<file path="config.mk">
export PLATFORM = sky130hd
export DESIGN_NAME = dispatch_ctrl
export DESIGN_NICKNAME = d
export VERILOG_FILES = /design/src/rtl/dispatch_ctrl.sv
export SDC_FILE = /design/constraint.sdc
export NUM_CORES = 1
export LEC_CHECK = 0
export ABC_CLOCK_PERIOD_IN_PS = 4000
export CAP_MARGIN = 25
export CORE_ASPECT_RATIO = 0.8
export CORE_MARGIN = 4
export CORE_UTILIZATION = 45
export DETAILED_ROUTE_END_ITERATION = 10
export GPL_TIMING_DRIVEN = 0
export HOLD_SLACK_MARGIN = 0.03
export PLACE_DENSITY_LB_ADDON = 0.15
export SETUP_SLACK_MARGIN = 0.4
export SLEW_MARGIN = 20
export SYNTH_ARGS = -nofsm -noshare
export SYNTH_HDL_FRONTEND = slang
export SYNTH_SLANG_ARGS = --single-unit
export TNS_END_PERCENT = 30
</file>
<file path="constraint.sdc">
create_clock -name clock -period 4 [get_ports clock]
set_input_delay 0.4 -clock clock [delete_from_list [all_inputs] [get_ports clock]]
set_output_delay 0.4 -clock clock [all_outputs]
set_load 0.1 [all_outputs]
</file>
<file path="src/rtl/dispatch_ctrl.sv">
// Single-entry dispatch buffer: decodes MIPS words at capture and
// steers them to integer, multiply or load/store issue queues.
module dispatch_ctrl (
  input  logic        clock,
  input  logic        reset,
  input  logic        Ifetch_valid,
  input  logic [31:0] Ifetch_inst,
  output logic        Ifetch_ready,
  input  logic        Flush,
  input  logic        Int_full,
  input  logic        Mult_full,
  input  logic        Ldst_full,
  output logic        Dispatch_en_integer,
  output logic        Dispatch_en_mult,
  output logic        Dispatch_en_ld_st,
  output logic [2:0]  Dispatch_opcode,
  output logic [4:0]  Dispatch_shfamt,
  output logic [15:0] Dispatch_imm_ld_st,
  output logic        Dispatch_illegal,
  output logic [7:0]  Stall_count
);

  typedef enum logic {
    EMPTY,
    HELD
  } state_e;

  typedef enum logic [1:0] {
    Q_INT,
    Q_MULT,
    Q_LDST,
    Q_NONE
  } tgt_e;

  state_e      state_q, state_d;
  tgt_e        tgt_q, tgt_d;
  logic [2:0]  op_q, op_d;
  logic [4:0]  sh_q, sh_d;
  logic [15:0] imm_q, imm_d;
  logic        ill_q, ill_d;
  logic [7:0]  stall_q, stall_d;

  tgt_e        dec_tgt;
  logic [2:0]  dec_op;
  logic [5:0]  opc;
  logic [5:0]  fn;
  logic        tgt_full;
  logic        held;
  logic        issue;
  logic        capture;
  logic        unused_inst;

  assign opc = Ifetch_inst[31:26];
  assign fn  = Ifetch_inst[5:0];
  assign unused_inst = ^Ifetch_inst[25:16];

  // Instruction decode on the incoming word
  always_comb begin
    dec_tgt = Q_NONE;
    dec_op  = 3'b000;
    case (opc)
      6'b000000: begin
        case (fn)
          6'b100000: begin dec_tgt = Q_INT;  dec_op = 3'b000; end
          6'b100001: begin dec_tgt = Q_INT;  dec_op = 3'b000; end
          6'b100010: begin dec_tgt = Q_INT;  dec_op = 3'b001; end
          6'b100100: begin dec_tgt = Q_INT;  dec_op = 3'b010; end
          6'b100101: begin dec_tgt = Q_INT;  dec_op = 3'b011; end
          6'b100111: begin dec_tgt = Q_INT;  dec_op = 3'b100; end
          6'b101010: begin dec_tgt = Q_INT;  dec_op = 3'b101; end
          6'b101011: begin dec_tgt = Q_INT;  dec_op = 3'b101; end
          6'b000000: begin dec_tgt = Q_INT;  dec_op = 3'b110; end
          6'b000010: begin dec_tgt = Q_INT;  dec_op = 3'b111; end
          6'b011000: begin dec_tgt = Q_MULT; dec_op = 3'b000; end
          default:   begin dec_tgt = Q_NONE; dec_op = 3'b000; end
        endcase
      end
      6'b001000: begin dec_tgt = Q_INT;  dec_op = 3'b000; end
      6'b001001: begin dec_tgt = Q_INT;  dec_op = 3'b000; end
      6'b001100: begin dec_tgt = Q_INT;  dec_op = 3'b010; end
      6'b001101: begin dec_tgt = Q_INT;  dec_op = 3'b011; end
      6'b001010: begin dec_tgt = Q_INT;  dec_op = 3'b101; end
      6'b000100: begin dec_tgt = Q_INT;  dec_op = 3'b001; end
      6'b000101: begin dec_tgt = Q_INT;  dec_op = 3'b001; end
      6'b000010: begin dec_tgt = Q_INT;  dec_op = 3'b000; end
      6'b100011: begin dec_tgt = Q_LDST; dec_op = 3'b000; end
      6'b101011: begin dec_tgt = Q_LDST; dec_op = 3'b001; end
      default:   begin dec_tgt = Q_NONE; dec_op = 3'b000; end
    endcase
  end

  // Only the full flag of the held entry's own queue matters
  always_comb begin
    tgt_full = 1'b1;
    case (tgt_q)
      Q_INT:   tgt_full = Int_full;
      Q_MULT:  tgt_full = Mult_full;
      Q_LDST:  tgt_full = Ldst_full;
      default: tgt_full = 1'b1;
    endcase
  end

  assign held    = (state_q == HELD);
  assign issue   = held & ~tgt_full & ~Flush & ~reset;
  assign Ifetch_ready = ~reset & ~Flush & (~held | issue);
  assign capture = Ifetch_valid & Ifetch_ready;

  always_comb begin
    state_d = state_q;
    tgt_d   = tgt_q;
    op_d    = op_q;
    sh_d    = sh_q;
    imm_d   = imm_q;
    ill_d   = capture & (dec_tgt == Q_NONE);
    stall_d = stall_q;
    if (held && !issue && stall_q != 8'hff) begin
      stall_d = stall_q + 8'd1;
    end
    if (capture && dec_tgt != Q_NONE) begin
      state_d = HELD;
      tgt_d   = dec_tgt;
      op_d    = dec_op;
      sh_d    = Ifetch_inst[10:6];
      imm_d   = Ifetch_inst[15:0];
    end else if (issue || Flush) begin
      state_d = EMPTY;
    end
  end

  always_ff @(posedge clock) begin
    if (reset) begin
      state_q <= EMPTY;
      tgt_q   <= Q_INT;
      op_q    <= 3'b000;
      sh_q    <= 5'd0;
      imm_q   <= 16'd0;
      ill_q   <= 1'b0;
      stall_q <= 8'd0;
    end else begin
      state_q <= state_d;
      tgt_q   <= tgt_d;
      op_q    <= op_d;
      sh_q    <= sh_d;
      imm_q   <= imm_d;
      ill_q   <= ill_d;
      stall_q <= stall_d;
    end
  end

  assign Dispatch_en_integer = issue & (tgt_q == Q_INT);
  assign Dispatch_en_mult    = issue & (tgt_q == Q_MULT);
  assign Dispatch_en_ld_st   = issue & (tgt_q == Q_LDST);
  assign Dispatch_opcode     = op_q;
  assign Dispatch_shfamt     = sh_q;
  assign Dispatch_imm_ld_st  = imm_q;
  assign Dispatch_illegal    = ill_q;
  assign Stall_count         = stall_q;

endmodule

</file>
---- Word-level counts from Yosys, hierarchy flattened ----
Index checks and enable logic that the tools add are counted.
cells by class
  $add $sub $neg .......................... 1
  equality and inequality tests ........... 25
  multiplexer cells ....................... 7
  bitwise gates (word level) .............. 15
  reduce and logical (&&, ||, !) cells .... 14
operator list
  kind                   number
  $eq A6 B6 Y1 const B   10
  $eq A6 B4 Y1 const B   5
  $pmux W3 S7            1
  $pmux W3 S5            1
  $eq A6 B2 Y1 const B   2
  $eq A6 B3 Y1 const B   2
  $logic_not A6 Y1       2
  $and A1 B1 Y1          10
  $reduce_or A10 Y1      1
  $add A8 B1 Y8 const B  1
  $ne A8 B8 Y1 const B   1
  $reduce_or A8 Y1       1
  $eq A6 B5 Y1 const B   1
  $pmux W2 S3            1
  $eq A2 B2 Y1 const B   2
  $not A1 Y1             4
  $pmux W2 S2            1
  $reduce_or A2 Y1       2
  $logic_and A1 B1 Y1    3
  $pmux W1 S3            1
  $reduce_or A3 Y1       1
  $eq A2 B1 Y1 const B   1
  $logic_not A2 Y1       1
  $mux W1                2
  5 further kinds        5
word-level totals
  flip-flop bits (word level) ............. 36
  input bits .............................. 39
  output and inout port bits .............. 37

---- Longest topological paths before layout ----
Gate-level depths: netlist (run 1).
  depth after elaboration ................. 11
  gate-level depth with buffers ........... 7

---- Least setup slack after synthesis (run 1) ----
Ideal clock, no wire load.
  kind .................................... input-to-output
  from .................................... input Flush
  to ...................................... output Dispatch_en_ld_st
  arrival ................................. 3.148 ns
  data required time ...................... 3.600 ns
  setup slack ............................. 0.452 ns
  stages on the path ...................... 2
  cell sequence ........................... or4b_4 nor3b_1
between the ends
  word-level cells in the longest chain between the ends .. 4
ends and longest elaborated chain
  element                     line  text
  from (decl)                 9     input logic Flush,
  $not A1 Y1                  104   assign issue = held & ~tgt_full & ~Flush & ~reset;
  $and A1 B1 Y1 (2 in a row)  104
  $and A1 B1 Y1               152   assign Dispatch_en_ld_st = issue & (tgt_q == Q_LDST);
  to (decl)                   15    output logic Dispatch_en_ld_st,
Every way passes these cells.

---- Worst setup path after layout (run 1) ----
  from .................................... input reset
  to ...................................... output Dispatch_en_ld_st
between the ends
  word-level cells in the longest chain between the ends .. 3
ends and longest elaborated chain
  element        line  text
  from (decl)    5     input logic reset,
  $not A1 Y1     104
  $and A1 B1 Y1  104
  $and A1 B1 Y1  152
Every way passes these cells.

==> flow_summary.html, run 1 <==
<table>
<tr><th>Metric</th><th>Value</th></tr>
<tr><th colspan="2">Outcome</th></tr>
<tr><td>Status</td><td>finished, final reports clean</td></tr>
<tr><th colspan="2">GRT</th></tr>
<tr><td>Antenna violations before repair</td><td>0</td></tr>
<tr><td>Overflow left after global routing</td><td>0</td></tr>
<tr><td>Number of global-route vias before repair</td><td>approximately 1.5k</td></tr>
<tr><td>First-pass GRT wire length</td><td>6980 um</td></tr>
<tr><td>Largest net degree at the start of global routing</td><td>11</td></tr>
<tr><td>Global Route Usage Sum</td><td>roughly 18%</td></tr>
<tr><th colspan="2">Hold path</th></tr>
<tr><td>Type of the most critical hold path</td><td>flop to flop</td></tr>
<tr><th colspan="2">Placement</th></tr>
<tr><td>Cell area after placement</td><td>0.00241 mm^2</td></tr>
<tr><td>Setup slack at placement</td><td>227 ps</td></tr>
<tr><td>Total half-perimeter wirelength after legalization and detailed placement</td><td>roughly 3000 um</td></tr>
<tr><td>Number of I/O port buffers</td><td>65</td></tr>
<tr><td>Placer congestion estimate</td><td>0.805</td></tr>
<tr><th colspan="2">Clocking</th></tr>
<tr><td>Clock Tree Buf Depth</td><td>2</td></tr>
<tr><td>H-tree levels</td><td>2</td></tr>
<tr><td>Inserted Clock Buffers</td><td>5</td></tr>
<tr><td>CTS Root Cell</td><td>sky130_fd_sc_hd__clkbuf_8</td></tr>
<tr><td>CTS tree</td><td>yes</td></tr>
<tr><td>Register clock-pin slew on the reported worst setup and hold paths</td><td>60 ps</td></tr>
<tr><td>Number of clock sinks</td><td>31</td></tr>
<tr><td>Clock latency of the later-clocked register in the worst-skew pair</td><td>around 280 ps</td></tr>
<tr><td>Number of gates resized after cts</td><td>1</td></tr>
<tr><td>Number of hold-repair buffers added at the cts stage</td><td>0</td></tr>
<tr><td>Number of post-CTS setup repair buffers</td><td>0</td></tr>
<tr><th colspan="2">STA</th></tr>
<tr><td>Final number of setup-violating endpoints</td><td>0</td></tr>
<tr><td>Highest clock frequency the design can meet</td><td>0.302 GHz</td></tr>
<tr><td>Number of hold-slack violations in the final timing report</td><td>0</td></tr>
<tr><td>Final clock period utilization by the worst path</td><td>slightly above 80%</td></tr>
<tr><td>Post-layout min period</td><td>3310 ps</td></tr>
<tr><td>Setup tns final</td><td>0 ps</td></tr>
<tr><td>RSZ-0062 raised after global routing</td><td>no</td></tr>
<tr><td>Max-slew violation total from the final report</td><td>0</td></tr>
<tr><td>Post-layout worst setup margin</td><td>689 ps</td></tr>
<tr><td>Worst-case headroom to the max-slew limit</td><td>between 30 and 40%</td></tr>
<tr><td>Slew of the pin with the lowest slew margin</td><td>around 980 ps</td></tr>
<tr><td>Post-route clock skew</td><td>10.2 ps</td></tr>
<tr><th colspan="2">Synthesis</th></tr>
<tr><td>Cell area after synthesis</td><td>about 0.0017 mm^2</td></tr>
<tr><td>Cell variety after synth</td><td>52</td></tr>
<tr><td>Synth area leaders</td><td>sky130_fd_sc_hd__dfxtp_1 36%, sky130_fd_sc_hd__nand2b_1 5.1%, sky130_fd_sc_hd__mux2i_1 4.7%</td></tr>
<tr><td>Number of warnings printed during yosys synthesis</td><td>0</td></tr>
<tr><td>Register area share after synthesis</td><td>between 30% and 40%</td></tr>
<tr><td>Share of the synthesized area in the top cell type</td><td>36.3%</td></tr>
<tr><td>Synthesized area per cell</td><td>9.29 um^2</td></tr>
<tr><td>Dominant cell type by area after synthesis</td><td>sky130_fd_sc_hd__dfxtp_1</td></tr>
<tr><td>Synth Net Count</td><td>around 220</td></tr>
<tr><td>Primary flip-flop cell chosen by synthesis mapping</td><td>sky130_fd_sc_hd__dfxtp_1</td></tr>
<tr><td>Fraction of registers with async set or reset after synthesis</td><td>0%</td></tr>
<tr><td>Synth Register Bits</td><td>31</td></tr>
<tr><td>Number of enable-type register cells in the synthesized netlist</td><td>0</td></tr>
<tr><td>Syn Inst Count</td><td>184</td></tr>
<tr><th colspan="2">Floorplan</th></tr>
<tr><td>Initial core utilization</td><td>48.3%</td></tr>
<tr><td>IO Pins</td><td>76</td></tr>
<tr><td>Total Die Area</td><td>around 0.0049 mm^2</td></tr>
<tr><td>CORE AREA</td><td>0.00354 mm^2</td></tr>
<tr><td>Chip Height</td><td>63.1 um</td></tr>
<tr><td>Horizontal extent of the die</td><td>around 77 um</td></tr>
<tr><td>Count of standard-cell rows</td><td>19</td></tr>
<tr><th colspan="2">Drt</th></tr>
<tr><td>Detail-routed via count per cell</td><td>~5.2</td></tr>
<tr><td>Overall routed net length</td><td>4140 um</td></tr>
<tr><td>Iteration-0 DRC Markers</td><td>44</td></tr>
<tr><td>Total number of vias</td><td>1554</td></tr>
<tr><td>Wire length per cell</td><td>13.9 um</td></tr>
<tr><td>Count of nets left with antenna violations after detail routing</td><td>0</td></tr>
<tr><td>Number of optimization iterations in the first detailed-route pass</td><td>4</td></tr>
<tr><td>Number of remaining DRC errors</td><td>0</td></tr>
<tr><th colspan="2">Pwr</th></tr>
<tr><td>Share of total power in combinational logic</td><td>17.7%</td></tr>
<tr><td>Switching part of the total</td><td>approximately 27%</td></tr>
<tr><td>Net Sw Power</td><td>185 uW</td></tr>
<tr><td>Pwr Density</td><td>274 mW/mm^2</td></tr>
<tr><td>Worst vdd rail ir drop</td><td>188 uV</td></tr>
<tr><td>Design internal power</td><td>approximately 500 uW</td></tr>
<tr><td>Relative contribution of sequential cells to total power</td><td>46.1%</td></tr>
<tr><td>Total Power Consumption</td><td>just under 700 uW</td></tr>
<tr><td>Clock network fraction of design power</td><td>between 30% and 40%</td></tr>
<tr><td>Leakage component of the power</td><td>0.926 nW</td></tr>
<tr><th colspan="2">Final layout</th></tr>
<tr><td>Fill cell count</td><td>293</td></tr>
<tr><td>Area of the multi-input gates</td><td>approximately 990 um^2</td></tr>
<tr><td>Sequential standard cell area</td><td>621 um^2</td></tr>
<tr><td>Most common library cell in the layout ignoring fill and taps</td><td>sky130_fd_sc_hd__clkdlybuf4s50_1</td></tr>
<tr><td>Net total in the final layout</td><td>296</td></tr>
<tr><td>Inserted Diodes</td><td>0</td></tr>
<tr><td>Commonest cells after routing, fill and taps aside</td><td>64 x sky130_fd_sc_hd__clkdlybuf4s50_1, 31 x sky130_fd_sc_hd__dfxtp_1, 15 x sky130_fd_sc_hd__nor2_1</td></tr>
<tr><td>Layout-stage area growth over the synthesis result</td><td>46.0%</td></tr>
<tr><td>Fraction of layout instances using a drive strength above 1</td><td>14.8%</td></tr>
<tr><td>Final std cell area, no fill</td><td>0.00249 mm^2</td></tr>
<tr><th colspan="2">Critical path</th></tr>
<tr><td>Worst R2R Setup Slack</td><td>1890 ps</td></tr>
<tr><td>CP Capture Type</td><td>primary output</td></tr>
<tr><td>Crit-path slowest cell</td><td>sky130_fd_sc_hd__clkdlybuf4s50_1</td></tr>
<tr><td>Top fanout value on the critical path</td><td>8</td></tr>
<tr><td>Category of the worst setup path launch point</td><td>input pin</td></tr>
<tr><td>Data arrival time of the critical path</td><td>2910 ps</td></tr>
<tr><td>Critical register-to-register path startpoint</td><td>tgt_q[0]$_SDFFE_PP0P_</td></tr>
<tr><td>CP endpoint</td><td>Dispatch_en_ld_st</td></tr>
<tr><td>Crit path required time</td><td>3600 ps</td></tr>
<tr><td>CP cell instances</td><td>clkdlybuf4s50_1, or4b_4, nor3b_1, clkdlybuf4s50_1</td></tr>
<tr><td>Max incr delay on CP</td><td>1180 ps</td></tr>
<tr><td>Critical setup path kind</td><td>input pin to primary output</td></tr>
<tr><td>Worst Reg-to-Reg Cells</td><td>7</td></tr>
<tr><td>Most repeated library cell on the critical path</td><td>sky130_fd_sc_hd__clkdlybuf4s50_1</td></tr>
<tr><td>Critical R2R Capture</td><td>Dispatch_shfamt[1]$_SDFFE_PP0P_</td></tr>
<tr><td>CP Launch Point</td><td>reset</td></tr>
<tr><th colspan="2">Job</th></tr>
<tr><td>Max_cap viols</td><td>0</td></tr>
</table>
registers in the layout (all words and copies together), names as in the netlist:
name                flops
Dispatch_illegal        1
Dispatch_imm_ld_st     12
Dispatch_opcode         3
Dispatch_shfamt         4
Stall_count             8
held                    1
tgt_q                   2
cell type report:
type                    count  area share (%)
well taps                  42            2.11
multi-input cells         136            39.8
plain buffers              11            2.91
inverters                   6           0.903
flip-flops and latches     31            24.9
repair buffers             65            25.9
clock buffers               6            3.31
clock inverters             1           0.201
Yosys cell counts (6+ instances only):
cell type,number
sky130_fd_sc_hd__dfxtp_1,31
sky130_fd_sc_hd__nor2_1,15
sky130_fd_sc_hd__nand2b_1,14
sky130_fd_sc_hd__nor2b_1,12
sky130_fd_sc_hd__mux2i_1,8
sky130_fd_sc_hd__buf_4,6
sky130_fd_sc_hd__inv_1,6
sky130_fd_sc_hd__mux2_2,6
sky130_fd_sc_hd__nand3_1,6
sky130_fd_sc_hd__xnor2_1,6
power groups by stage:
stage,clock network (mW),registers (mW),logic (mW)
final,0.247,0.315,0.121
after global routing,0.268,0.315,0.129
after CTS,0.253,0.315,0.122
after detailed placement,0,0.322,0.121
after global placement,0,0.322,0.121
after floorplan,0,0.346,0.0452
routing by layer:
metal  track usage (%)  part of all wire (%)  vias to the layer above
met2              27.6                    42                       49
li1                  -                     -                      794
met5                 0                     0                        -
met3              5.84                   6.1                        2
met1              23.2                    51                      709
met4              4.07                  0.43                        0
critical path, delay by kind of cell:
family        cells  cell delay [ps]
buf+inv           2             1720
simple gates      2              790
worst min path at each step:
stage / from / end / cells past startpoint
2_1_floorplan: tgt_q[0]$_SDFFE_PP0P_ / tgt_q[0]$_SDFFE_PP0P_ / 2
3_3_place_gp: Dispatch_imm_ld_st[3]$_SDFFE_PP0P_ / Dispatch_imm_ld_st[3]$_SDFFE_PP0P_ / 2
3_5_place_dp: Dispatch_imm_ld_st[4]$_SDFFE_PP0P_ / Dispatch_imm_ld_st[4]$_SDFFE_PP0P_ / 2
4_1_cts: Dispatch_opcode[2]$_SDFFE_PP0P_ / Dispatch_opcode[2]$_SDFFE_PP0P_ / 2
5_1_grt: Dispatch_imm_ld_st[4]$_SDFFE_PP0P_ / Dispatch_imm_ld_st[4]$_SDFFE_PP0P_ / 2
6_report: Dispatch_imm_ld_st[4]$_SDFFE_PP0P_ / Dispatch_imm_ld_st[4]$_SDFFE_PP0P_ / 2
kinds of logic (layout without fill, tap and decap cells):
group,count (synthesis),count (layout),share of synthesized area (%)
multiplexers,19,19,13.0
flip-flops,31,31,36.3
AND/OR/NAND/NOR,80,80,27.4
AO/OA/AOI/OAI,30,30,13.9
buffers and inverters,17,89,5.56
XOR/XNOR,6,6,3.07
adder cells (fa/ha/maj),1,1,0.732
through the flow:
step / util [%] / std cells / hold slack, ps
2_1_floorplan: - / 184 / 456
3_3_place_gp: 68.1 / 291 / 463
3_5_place_dp: 68.1 / 291 / 469
4_1_cts: 70.5 / 298 / 480
5_1_grt: 70.4 / 298 / 500
6_report: 70.4 / 298 / 477
Power figures use the tool's default switching activity.
==> run 2, diff against run 1 <==
--- a/config.mk
+++ b/config.mk
@@ -5,11 +5,11 @@
 export SDC_FILE = /design/constraint.sdc
 export NUM_CORES = 1
 export LEC_CHECK = 0
-export ABC_CLOCK_PERIOD_IN_PS = 4000
+export ABC_CLOCK_PERIOD_IN_PS = 3320
 export CAP_MARGIN = 25
 export CORE_ASPECT_RATIO = 0.8
 export CORE_MARGIN = 4
-export CORE_UTILIZATION = 45
+export CORE_UTILIZATION = 42
 export DETAILED_ROUTE_END_ITERATION = 10
 export GPL_TIMING_DRIVEN = 0
 export HOLD_SLACK_MARGIN = 0.03
==> constraint.sdc (replaced) <==
create_clock -name clock -period 3.32 [get_ports clock]
set_input_delay 0.332 -clock clock [delete_from_list [all_inputs] [get_ports clock]]
set_output_delay 0.332 -clock clock [all_outputs]
set_load 0.1 [all_outputs]
==> run 2 against run 1 <==
Global-route usage fell by 0.23 points. Sequential cell count did not move. Critical path depth rose by 2. Hold slack got worse by 2.8 ps. Largest power group is now the clock network. First-iteration DRC count rose to 2.8 times the previous value. Cell area rose by 2.1%. Count of clock-buffer cells in the layout did not move. Die area rose by 6.3%. Utilization fell by 4.3 points. Register-to-register slack got worse by 680 ps. Sequential power rose by 20%.
==> flow_summary.html, run 2 (same netlist as run 1, synthesis figures left out) <==
<table>
<tr><th>Metric</th><th>Value</th></tr>
<tr><th colspan="2">Pwr</th></tr>
<tr><td>Share of total power in combinational logic</td><td>16.1% (was 17.7%)</td></tr>
<tr><td>Design internal power</td><td>681 uW (was 498 uW)</td></tr>
<tr><td>Switching part of the total</td><td>25.1% (was 27.1%)</td></tr>
<tr><td>Clock network fraction of design power</td><td>42.1% (was 36.2%)</td></tr>
<tr><td>Pwr Density</td><td>357 mW/mm^2 (was 274 mW/mm^2)</td></tr>
<tr><td>Net Sw Power</td><td>228 uW (was 185 uW)</td></tr>
<tr><td>Worst vdd rail ir drop</td><td>378 uV (was 188 uV)</td></tr>
<tr><td>Relative contribution of sequential cells to total power</td><td>41.7% (was 46.1%)</td></tr>
<tr><td>Leakage component of the power</td><td>0.964 nW (was 0.926 nW)</td></tr>
<tr><td>Total Power Consumption</td><td>909 uW (was 683 uW)</td></tr>
<tr><th colspan="2">Critical path</th></tr>
<tr><td>Category of the worst setup path launch point</td><td>input pin (unchanged)</td></tr>
<tr><td>Crit path required time</td><td>2990 ps (was 3600 ps)</td></tr>
<tr><td>Critical R2R Capture</td><td>Dispatch_imm_ld_st[14]$_SDFFE_PP0P_ (was Dispatch_shfamt[1]$_SDFFE_PP0P_)</td></tr>
<tr><td>Worst R2R Setup Slack</td><td>1210 ps (was 1890 ps)</td></tr>
<tr><td>Data arrival time of the critical path</td><td>2590 ps (was 2910 ps)</td></tr>
<tr><td>Critical setup path kind</td><td>input pin to primary output (unchanged)</td></tr>
<tr><td>Critical register-to-register path startpoint</td><td>tgt_q[0]$_SDFFE_PP0P_ (unchanged)</td></tr>
<tr><td>CP Capture Type</td><td>primary output (unchanged)</td></tr>
<tr><td>Worst Reg-to-Reg Cells</td><td>7 (unchanged)</td></tr>
<tr><td>Top fanout value on the critical path</td><td>10 (was 8)</td></tr>
<tr><th colspan="2">GRT</th></tr>
<tr><td>First-pass GRT wire length</td><td>7200 um (was 6980 um)</td></tr>
<tr><td>Largest net degree at the start of global routing</td><td>11 (unchanged)</td></tr>
<tr><td>GR Layer Usage met2</td><td>26.4% (was 27.6%)</td></tr>
<tr><td>Number of global-route vias before repair</td><td>1538 (was 1509)</td></tr>
<tr><td>Overflow left after global routing</td><td>0 (unchanged)</td></tr>
<tr><td>Global Route Usage Sum</td><td>17.3% (was 17.6%)</td></tr>
<tr><td>Met3 Track Usage GR</td><td>5.14% (was 5.84%)</td></tr>
<tr><td>Antenna violations before repair</td><td>0 (unchanged)</td></tr>
<tr><td>Busiest layer in global routing</td><td>met2 (unchanged)</td></tr>
<tr><td>GRT met1 Usage</td><td>24.1% (was 23.2%)</td></tr>
<tr><th colspan="2">Drt</th></tr>
<tr><td>Total number of vias</td><td>1557 (was 1554)</td></tr>
<tr><td>Number of remaining DRC errors</td><td>0 (unchanged)</td></tr>
<tr><td>Detail-routed via count per cell</td><td>4.99 (was 5.21)</td></tr>
<tr><td>Iteration-0 DRC Markers</td><td>121 (was 44)</td></tr>
<tr><td>Count of nets left with antenna violations after detail routing</td><td>0 (unchanged)</td></tr>
<tr><td>Overall routed net length</td><td>4140 um (about the same)</td></tr>
<tr><td>Number of optimization iterations in the first detailed-route pass</td><td>4 (unchanged)</td></tr>
<tr><td>Wire length per cell</td><td>13.3 um (was 13.9 um)</td></tr>
<tr><th colspan="2">STA</th></tr>
<tr><td>Number of hold-slack violations in the final timing report</td><td>0 (unchanged)</td></tr>
<tr><td>Post-layout worst setup margin</td><td>401 ps (was 689 ps)</td></tr>
<tr><td>Highest clock frequency the design can meet</td><td>0.343 GHz</td></tr>
<tr><td>Post-layout min period</td><td>2920 ps</td></tr>
<tr><td>Max-slew violation total from the final report</td><td>0 (unchanged)</td></tr>
<tr><td>Slew of the pin with the lowest slew margin</td><td>998 ps (was 983 ps)</td></tr>
<tr><td>RSZ-0062 raised after global routing</td><td>yes (was no)</td></tr>
<tr><td>Post-route clock skew</td><td>4.79 ps (was 10.2 ps)</td></tr>
<tr><td>Final clock period utilization by the worst path</td><td>about 88%</td></tr>
<tr><td>Final number of setup-violating endpoints</td><td>0 (unchanged)</td></tr>
<tr><td>Worst-case headroom to the max-slew limit</td><td>33.3% (was 34.3%)</td></tr>
<tr><th colspan="2">Final layout</th></tr>
<tr><td>Inserted Diodes</td><td>0 (unchanged)</td></tr>
<tr><td>Commonest cells after routing, fill and taps aside</td><td>62 x sky130_fd_sc_hd__clkdlybuf4s50_1, 31 x sky130_fd_sc_hd__dfxtp_1, 15 x sky130_fd_sc_hd__nor2_1 (was 64 x sky130_fd_sc_hd__clkdlybuf4s50_1, 31 x sky130_fd_sc_hd__dfxtp_1, 15 x sky130_fd_sc_hd__nor2_1)</td></tr>
<tr><td>Sequential standard cell area</td><td>621 um^2 (unchanged)</td></tr>
<tr><td>Share of the core filled with cells</td><td>66.1% (was 70.4%)</td></tr>
<tr><td>Net total in the final layout</td><td>296 (unchanged)</td></tr>
<tr><td>Most common library cell in the layout ignoring fill and taps</td><td>sky130_fd_sc_hd__clkdlybuf4s50_1 (unchanged)</td></tr>
<tr><td>Final non-filler cell total</td><td>312 (was 298)</td></tr>
<tr><td>Fraction of layout instances using a drive strength above 1</td><td>15.6% (was 14.8%)</td></tr>
<tr><td>Area of the multi-input gates</td><td>998 um^2 (was 993 um^2)</td></tr>
<tr><td>Final std cell area, no fill</td><td>0.00255 mm^2 (was 0.00249 mm^2)</td></tr>
<tr><td>Layout-stage area growth over the synthesis result</td><td>49.0% (was 46.0%)</td></tr>
<tr><td>Fill cell count</td><td>360 (was 293)</td></tr>
<tr><td>Number of flip-flops in the largest register</td><td>12 (unchanged)</td></tr>
<tr><th colspan="2">Clocking</th></tr>
<tr><td>Register clock-pin slew on the reported worst setup and hold paths</td><td>60 ps (about the same)</td></tr>
<tr><td>H-tree levels</td><td>2 (unchanged)</td></tr>
<tr><td>Number of post-CTS setup repair buffers</td><td>0 (unchanged)</td></tr>
<tr><td>CTS Root Cell</td><td>sky130_fd_sc_hd__clkbuf_8 (unchanged)</td></tr>
<tr><td>Inserted Clock Buffers</td><td>5 (unchanged)</td></tr>
<tr><td>CTS tree</td><td>yes (unchanged)</td></tr>
<tr><td>Clock latency of the later-clocked register in the worst-skew pair</td><td>280 ps (about the same)</td></tr>
<tr><td>Clock Tree Buf Depth</td><td>2 (unchanged)</td></tr>
<tr><td>Number of clock sinks</td><td>31 (unchanged)</td></tr>
<tr><th colspan="2">Hold path</th></tr>
<tr><td>Hold EP</td><td>Dispatch_imm_ld_st[4]$_SDFFE_PP0P_ (unchanged)</td></tr>
<tr><td>Type of the most critical hold path</td><td>flop to flop (unchanged)</td></tr>
<tr><td>Hold Startpoint</td><td>Dispatch_imm_ld_st[4]$_SDFFE_PP0P_ (unchanged)</td></tr>
<tr><td>Worst hold stages</td><td>2 (unchanged)</td></tr>
<tr><th colspan="2">Floorplan</th></tr>
<tr><td>Chip Height</td><td>65.1 um (was 63.1 um)</td></tr>
<tr><td>Horizontal extent of the die</td><td>79.3 um (was 76.9 um)</td></tr>
<tr><td>IO Pins</td><td>76 (unchanged)</td></tr>
<tr><td>Total Die Area</td><td>0.00516 mm^2 (was 0.00485 mm^2)</td></tr>
<tr><td>Initial core utilization</td><td>44.4% (was 48.3%)</td></tr>
<tr><td>Count of standard-cell rows</td><td>20 (was 19)</td></tr>
<tr><td>CORE AREA</td><td>0.00385 mm^2 (was 0.00354 mm^2)</td></tr>
<tr><th colspan="2">Placement</th></tr>
<tr><td>Total half-perimeter wirelength after legalization and detailed placement</td><td>3160 um (was 3080 um)</td></tr>
<tr><td>Number of I/O port buffers</td><td>65 (unchanged)</td></tr>
<tr><td>Cell area after placement</td><td>0.00243 mm^2 (was 0.00241 mm^2)</td></tr>
<tr><td>Placer congestion estimate</td><td>0.812 (was 0.805)</td></tr>
<tr><td>Total placed cells including tap cells</td><td>304 (was 291)</td></tr>
<tr><td>Setup slack at placement</td><td>-312 ps (was 227 ps)</td></tr>
<tr><th colspan="2">Outcome</th></tr>
<tr><td>Status</td><td>finished, final reports clean (unchanged)</td></tr>
<tr><th colspan="2">Job</th></tr>
<tr><td>Max_cap viols</td><td>0 (unchanged)</td></tr>
</table>
## run 2: layout make-up
| type | count | share of cell area, % |
|---|---|---|
| repair buffers | 65 | 25.4 |
| flip-flops and latches | 31 | 24.4 |
| plain buffers | 11 | 2.85 |
| inverters | 6 | 0.884 |
| clock buffers | 6 | 3.24 |
| well taps | 55 | 2.70 |
| multi-input cells | 136 | 39.2 |
| clock inverters | 2 | 1.38 |
## run 2: per-stage QoR
| step | TNS [ps] | hold WS (ps) |
|---|---|---|
| detailed placement | -312 | 465 |
| finish | 0 | 474 |
| global route | 0 | 503 |
| floorplan | 0 | 456 |
| global placement | -300 | 464 |
| CTS | 0 | 479 |
## run 2: worst max-delay path, stage by stage
cell,delay [ps]
sky130_fd_sc_hd__clkdlybuf4s50_1,540
sky130_fd_sc_hd__or4b_4,560
sky130_fd_sc_hd__o221ai_2,210
sky130_fd_sc_hd__clkbuf_1,330
sky130_fd_sc_hd__and2_1,190
sky130_fd_sc_hd__buf_2,420
## run 2: metal layers
layer | part of all wire (%) | up-vias
li1 | - | 790
met1 | 50 | 713
met2 | 42 | 49
met3 | 7.2 | 5
met4 | 0.75 | 0
met5 | 0 | -
## run 2: how the worst max path moves through the flow
stage | from | end | depth (start not counted)
3_5_place_dp | reset | Ifetch_ready | 6
6_report | reset | Ifetch_ready | 6
5_1_grt | reset | Ifetch_ready | 6
2_1_floorplan | Flush | Dispatch_en_integer | 2
4_1_cts | reset | Dispatch_en_integer | 4
3_3_place_gp | reset | Ifetch_ready | 6
## run 2: repair_timing
item / CTS / global route
gates resized for setup: 4 / 3
hold buffers: 0 / 0
endpoints found under the setup margin: 3 / 2
## run 2: power by group through the flow
stage               combinational, mW  sequential (mW)  clock (mW)
floorplan                      0.0545            0.417           0
global placement                0.146            0.388           0
detailed placement              0.147            0.388           0
CTS                             0.148            0.379       0.392
global route                    0.157            0.380       0.410
finish                          0.147            0.379       0.383
==> RTL change 1, RTL diff (settings of run 1) <==
Make the reset (`reset`) asynchronous in one clocked block.
--- a/src/rtl/dispatch_ctrl.sv
+++ b/src/rtl/dispatch_ctrl.sv
@@ -127,7 +127,7 @@
     end
   end
 
-  always_ff @(posedge clock) begin
+  always_ff @(posedge clock or posedge reset) begin
     if (reset) begin
       state_q <= EMPTY;
       tgt_q   <= Q_INT;
Formal check against the unedited RTL: differs if reset is asserted again (counterexample within 4 cycles, from zero or initial values and one cycle with reset high); with reset held inactive, the same outputs for 10 cycles.
==> RTL change 1 against run 1 <==
Cell area is 1.0% lower; synthesized area fell by 1.9%; wire length shrank 4.7%; critical endpoint is now Dispatch_en_mult; via count is 9.4% lower; sequential cell count unchanged; core utilization shrank 0.24 points; cell count is 12% lower; worst setup slack improved by 0.29 ns.
Power is not compared: it rests on default switching activity, and its combinational part moved more than twofold at a synthesized area within 25%.
==> RTL change 1: results (changes against run 1) <==
[worst_setup_path]
r2r_setup_slack_ns=2.02  ; +0.13 ns
worst-endpoint-arrival_ns=2.62  ; -0.29 ns
timing.rr.end=Stall_count[1]
worst-r2r-cell-count=4  ; -3
rr_startpoint=tgt_q[0]
crit_fanout=5  ; -3
crit_path_max_incr_delay_ns=1.16  ; -0.02 ns

[cells_and_area]
n_fill_cell=278  ; -5.1%
fin_nets=258  ; -13%
share_of_layout_cells_above_drive_strength_1_pct=14.16  ; -0.69 points

[synthesis]
synthesis.nets=187  ; -17%
post_synth_mux_area_share_pct=16.87  ; +3.8 points
synth_sequential_area_ratio_pct=46.27  ; +10 points
synth_common_cells=dfrtp_1 (31), mux2_4 (10), nand2_1 (10), mux2_1 (9), nor2_1 (8)
adder_cell_fraction_of_synth_area_pct=0.7463  ; +0.014 points
post_synth_num_cell_types=50  ; -3.8%
synthFlopType=dfrtp_1
compound_gate_fraction_of_synth_area_pct=10.37  ; -3.5 points
postSynth.asyncResetShare_pct=100.0  ; +100 points

[drt]
route.final.wire_length_um=3950  ; -4.7%
detailedRoute.firstIterationViolations=46  ; +4.5%
dr_total_vias=1408  ; -9.4%

[placed_design]
portbufs=64  ; -1.5%
place.gp.congestion=0.8362  ; +3.9%
placement.setup.worst_slack_ns=0.9847  ; +0.7579 ns

[hold_path]
endpoint_with_the_worst_hold_slack=Dispatch_imm_ld_st[3]
path_category_of_the_worst_min_delay_check=primary input to flip-flop

[sta]
tightestPinTransition_ns=0.9998  ; +0.01711 ns
timing.clock.skew_ns=0.004433  ; -0.005726 ns

[global_route]
wire_length_of_the_first_global_routing_pass_um=6706  ; -3.9%
grt_pass1_vias=1464  ; -3.0%
globalRouteTotalUtil_pct=17.63  ; +0.078 points
grt_start_max_net_pins=32  ; +21

[clock_tree]
cts-resized-gates=0  ; -1

[run_status]
result_of_the_run=complete, no violations

[RTL change 1: cell count changes after synthesis, moves of 6 or more]
cell      before  now
nor2_1        15    8
dfxtp_1       31    0
xor2_1         0    6
nor2b_1       12    2
nand2b_1      14    2
dfrtp_1        0   31
mux2i_1        8    2
mux2_1         0    9
[RTL change 1: cell type report]
class                      count  share of cell area [%]
buffer                         8                   2.634
clock buffer                   8                   4.053
inverter                       3                  0.4559
multi-input combinational    105                   33.38
sequential                    31                   31.41
tap                           42                   2.128
timing repair buffer          64                   25.94
[RTL change 1: stage by stage]
| step | hold WS, ns | std cells | utilization (%) | power [W] | instance area, µm² |
|---|---|---|---|---|---|
| final | 0.4761 | 261 | 70.20 | 0.001537 | 2470 |
| after global placement | 0.4658 | 253 | 67.35 | 0.001260 | 2370 |
| after floorplan | 0.5035 | 147 | - | 0.001064 | 1677 |
| after global routing | 0.4888 | 261 | 70.20 | 0.001602 | 2470 |
| after detailed placement | 0.4788 | 253 | 67.35 | 0.001275 | 2370 |
| after CTS | 0.4666 | 261 | 70.20 | 0.001550 | 2470 |
[RTL change 1: worst max path at each step]
stage	end	from	slack (ns)	cells past startpoint
after CTS	Dispatch_en_mult	reset	0.98	5
after global placement	Dispatch_en_mult	reset	1.07	5
after detailed placement	Dispatch_en_mult	reset	0.98	5
after floorplan	Dispatch_en_mult	Flush	0.72	3
after global routing	Dispatch_en_mult	reset	0.84	5
final	Dispatch_en_mult	reset	0.98	5
[RTL change 1: per-layer routing]
metal  GRT usage (%)  up-vias  part of all wire (%)
met1           20.35      676                    44
met4           7.240        0                   1.7
met5               0        -                     0
li1                -      681                     -
met3           7.925        6                   6.6
met2           28.51       45                    48
==> RTL change 2, RTL diff (config.mk and constraints of run 1) <==
Without the edit above. The 4 values of `tgt_e` get a one-hot encoding in 4 bits.
--- a/src/rtl/dispatch_ctrl.sv
+++ b/src/rtl/dispatch_ctrl.sv
@@ -25,11 +25,11 @@
     HELD
   } state_e;
 
-  typedef enum logic [1:0] {
-    Q_INT,
-    Q_MULT,
-    Q_LDST,
-    Q_NONE
+  typedef enum logic [3:0] {
+    Q_INT  = 4'b0001,
+    Q_MULT = 4'b0010,
+    Q_LDST = 4'b0100,
+    Q_NONE = 4'b1000
   } tgt_e;
 
   state_e      state_q, state_d;
Check against the original RTL: no difference found for any inputs over 10 cycles, from zero or initial values and one cycle with reset high; not proved beyond that.
==> RTL change 2 against run 1 <==
Hold slack worse by 0.064 ns; global-route usage up 1.8 points; total power up 1.7%; cell area up 1.5%; wire length up 16%; sequential power up 6%; synthesized area up 2.8%; sequential cell count up 2; combinational power down 11%; worst setup slack better by 0.19 ns; via count up 18%; clock skew down 0.0034 ns; critical path type unchanged; critical endpoint is now Ifetch_ready; largest power group unchanged.
==> RTL change 2: results (changes against run 1) <==
[placed_design]
portbufs=61  ; -6.2%
placed_area_um2=2442  ; +1.2%
place_hpwl_um=3570  ; +16%
place.gp.congestion=0.8246  ; +2.4%

[power]
comb_power_share_pct=15.5  ; -2.2 points
ir_drop_mv=0.1740  ; -7.2%
power.leakage_nw=0.8469  ; -8.6%
switching_share_pct=26.50  ; -0.57 points
power.share.clock_pct=36.4  ; +0.2 points

[synthesis]
post_synth_num_cell_types=43  ; -17%
postSynth.asyncResetShare_pct=0  ; unchanged
ys_warn_count=0  ; unchanged
synth_common_cells=dfxtp_1 (33), o21ai_0 (24), a21oi_1 (23), nand3_1 (19), nor2_1 (14)
synth.top_cells.by_area=dfxtp_1 (38%), o21ai_0 (6.8%), a21oi_1 (6.6%)
synthesis.nets=259  ; +16%
synth_sequential_area_ratio_pct=37.61  ; +1.3 points

[clock_tree]
clk_pin_slew_ns=0.06  ; about the same
cts.repair_timing.setup_buffer_count=0  ; unchanged
clk_latency_ns=0.28  ; about the same
cts-root-to-sink-buffers=2  ; unchanged
clock_root_cell=clkbuf_8

[drt]
post_drt_wl_per_cell_um=14.08  ; +1.3%
dr.pass1.iters=4  ; unchanged
dr_total_vias=1832  ; +18%
detailedRoute.firstIterationViolations=122  ; +180%

[global_route]
gr-usage-met1_pct=26.48  ; +3.2 points
met3_usage_pct=4.930  ; -0.91 points
grtUsageMet2_pct=30.77  ; +3.2 points
grt_pass1_vias=1721  ; +14%
globalRouteTotalUtil_pct=19.35  ; +1.8 points
wire_length_of_the_first_global_routing_pass_um=7817  ; +12%

[worst_setup_path]
crit_slowest_cell=dlymetal6s2s_1
worst-endpoint-arrival_ns=2.72  ; -0.19 ns
crit_fanout=10  ; +2
crit_path_max_incr_delay_ns=0.74  ; -0.44 ns

[cells_and_area]
number_of_flip_flops_under_the_largest_register_name=12  ; unchanged
fin_nets=327  ; +10%
share_of_layout_cells_above_drive_strength_1_pct=7.666  ; -7.2 points
antenna_diodes=0  ; unchanged

[sta]
tightestPinTransition_ns=0.9834  ; +0.0007232 ns
timing.clock.skew_ns=0.006728  ; -0.003431 ns

[run_status]
result_of_the_run=complete, no violations

[hold_path]
path_category_of_the_worst_min_delay_check=primary input to flip-flop

RTL change 2: kinds of logic (layout without fill, tap and decap cells):
| kind of cell | after synthesis | after routing | share of synthesized area [%] |
|---|---|---|---|
| buffers and inverters | 25 | 93 | 7.407 |
| adders and majority gates | 1 | 1 | 0.7121 |
| xor gates and xnor gates | 7 | 7 | 3.490 |
| and+or+nand+nor | 87 | 87 | 28.28 |
| DFF | 33 | 33 | 37.61 |
| AOI/OAI and AO/OA | 66 | 66 | 22.51 |
RTL change 2: repair_timing:
item,CTS,global route
resized for setup,0,1
endpoints found under the setup margin,0,1
hold buffers,0,0
RTL change 2: stage by stage:
stage	hold WS [ns]	total power (W)	worst slack [ns]	std cells
floorplan	0.4825	0.0004032	0.8963	219
global placement	0.4623	0.0004485	0.4886	335
detailed placement	0.4669	0.0004489	0.4918	335
CTS	0.4075	0.0006965	0.4830	342
global route	0.4304	0.0007193	0.7734	342
finish	0.4122	0.0006949	0.8787	342
RTL change 2: area by class of cell:
type                            instances  area [µm²]
Buffer                                 20       111.4
Clock buffer                            7       86.33
Fill cell                             332        1247
Inverter                                5       18.77
Multi-Input combinational cell        161       972.2
Sequential cell                        33       660.6
Tap cell                               55       68.82
Timing Repair Buffer                   61       613.1
RTL change 2: layer usage:
layer / wire (µm) / share of wire, %
met1: 2347 / 49
met2: 2181 / 45
met3: 260 / 5.4
met4: 25 / 0.52
met5: 0 / 0
RTL change 2: worst paths after layout:
path | from | to | slack, ns | cells after the start
setup / recovery | Ldst_full | Ifetch_ready | 0.88 | 5
hold / removal | Ifetch_inst[3] | Dispatch_imm_ld_st[3] | 0.41 | 3
setup reg to reg | tgt_q[1] | Dispatch_opcode[2] | 1.93 | 6
hold reg to reg | Dispatch_imm_ld_st[1] | Dispatch_imm_ld_st[1] | 0.48 | 2
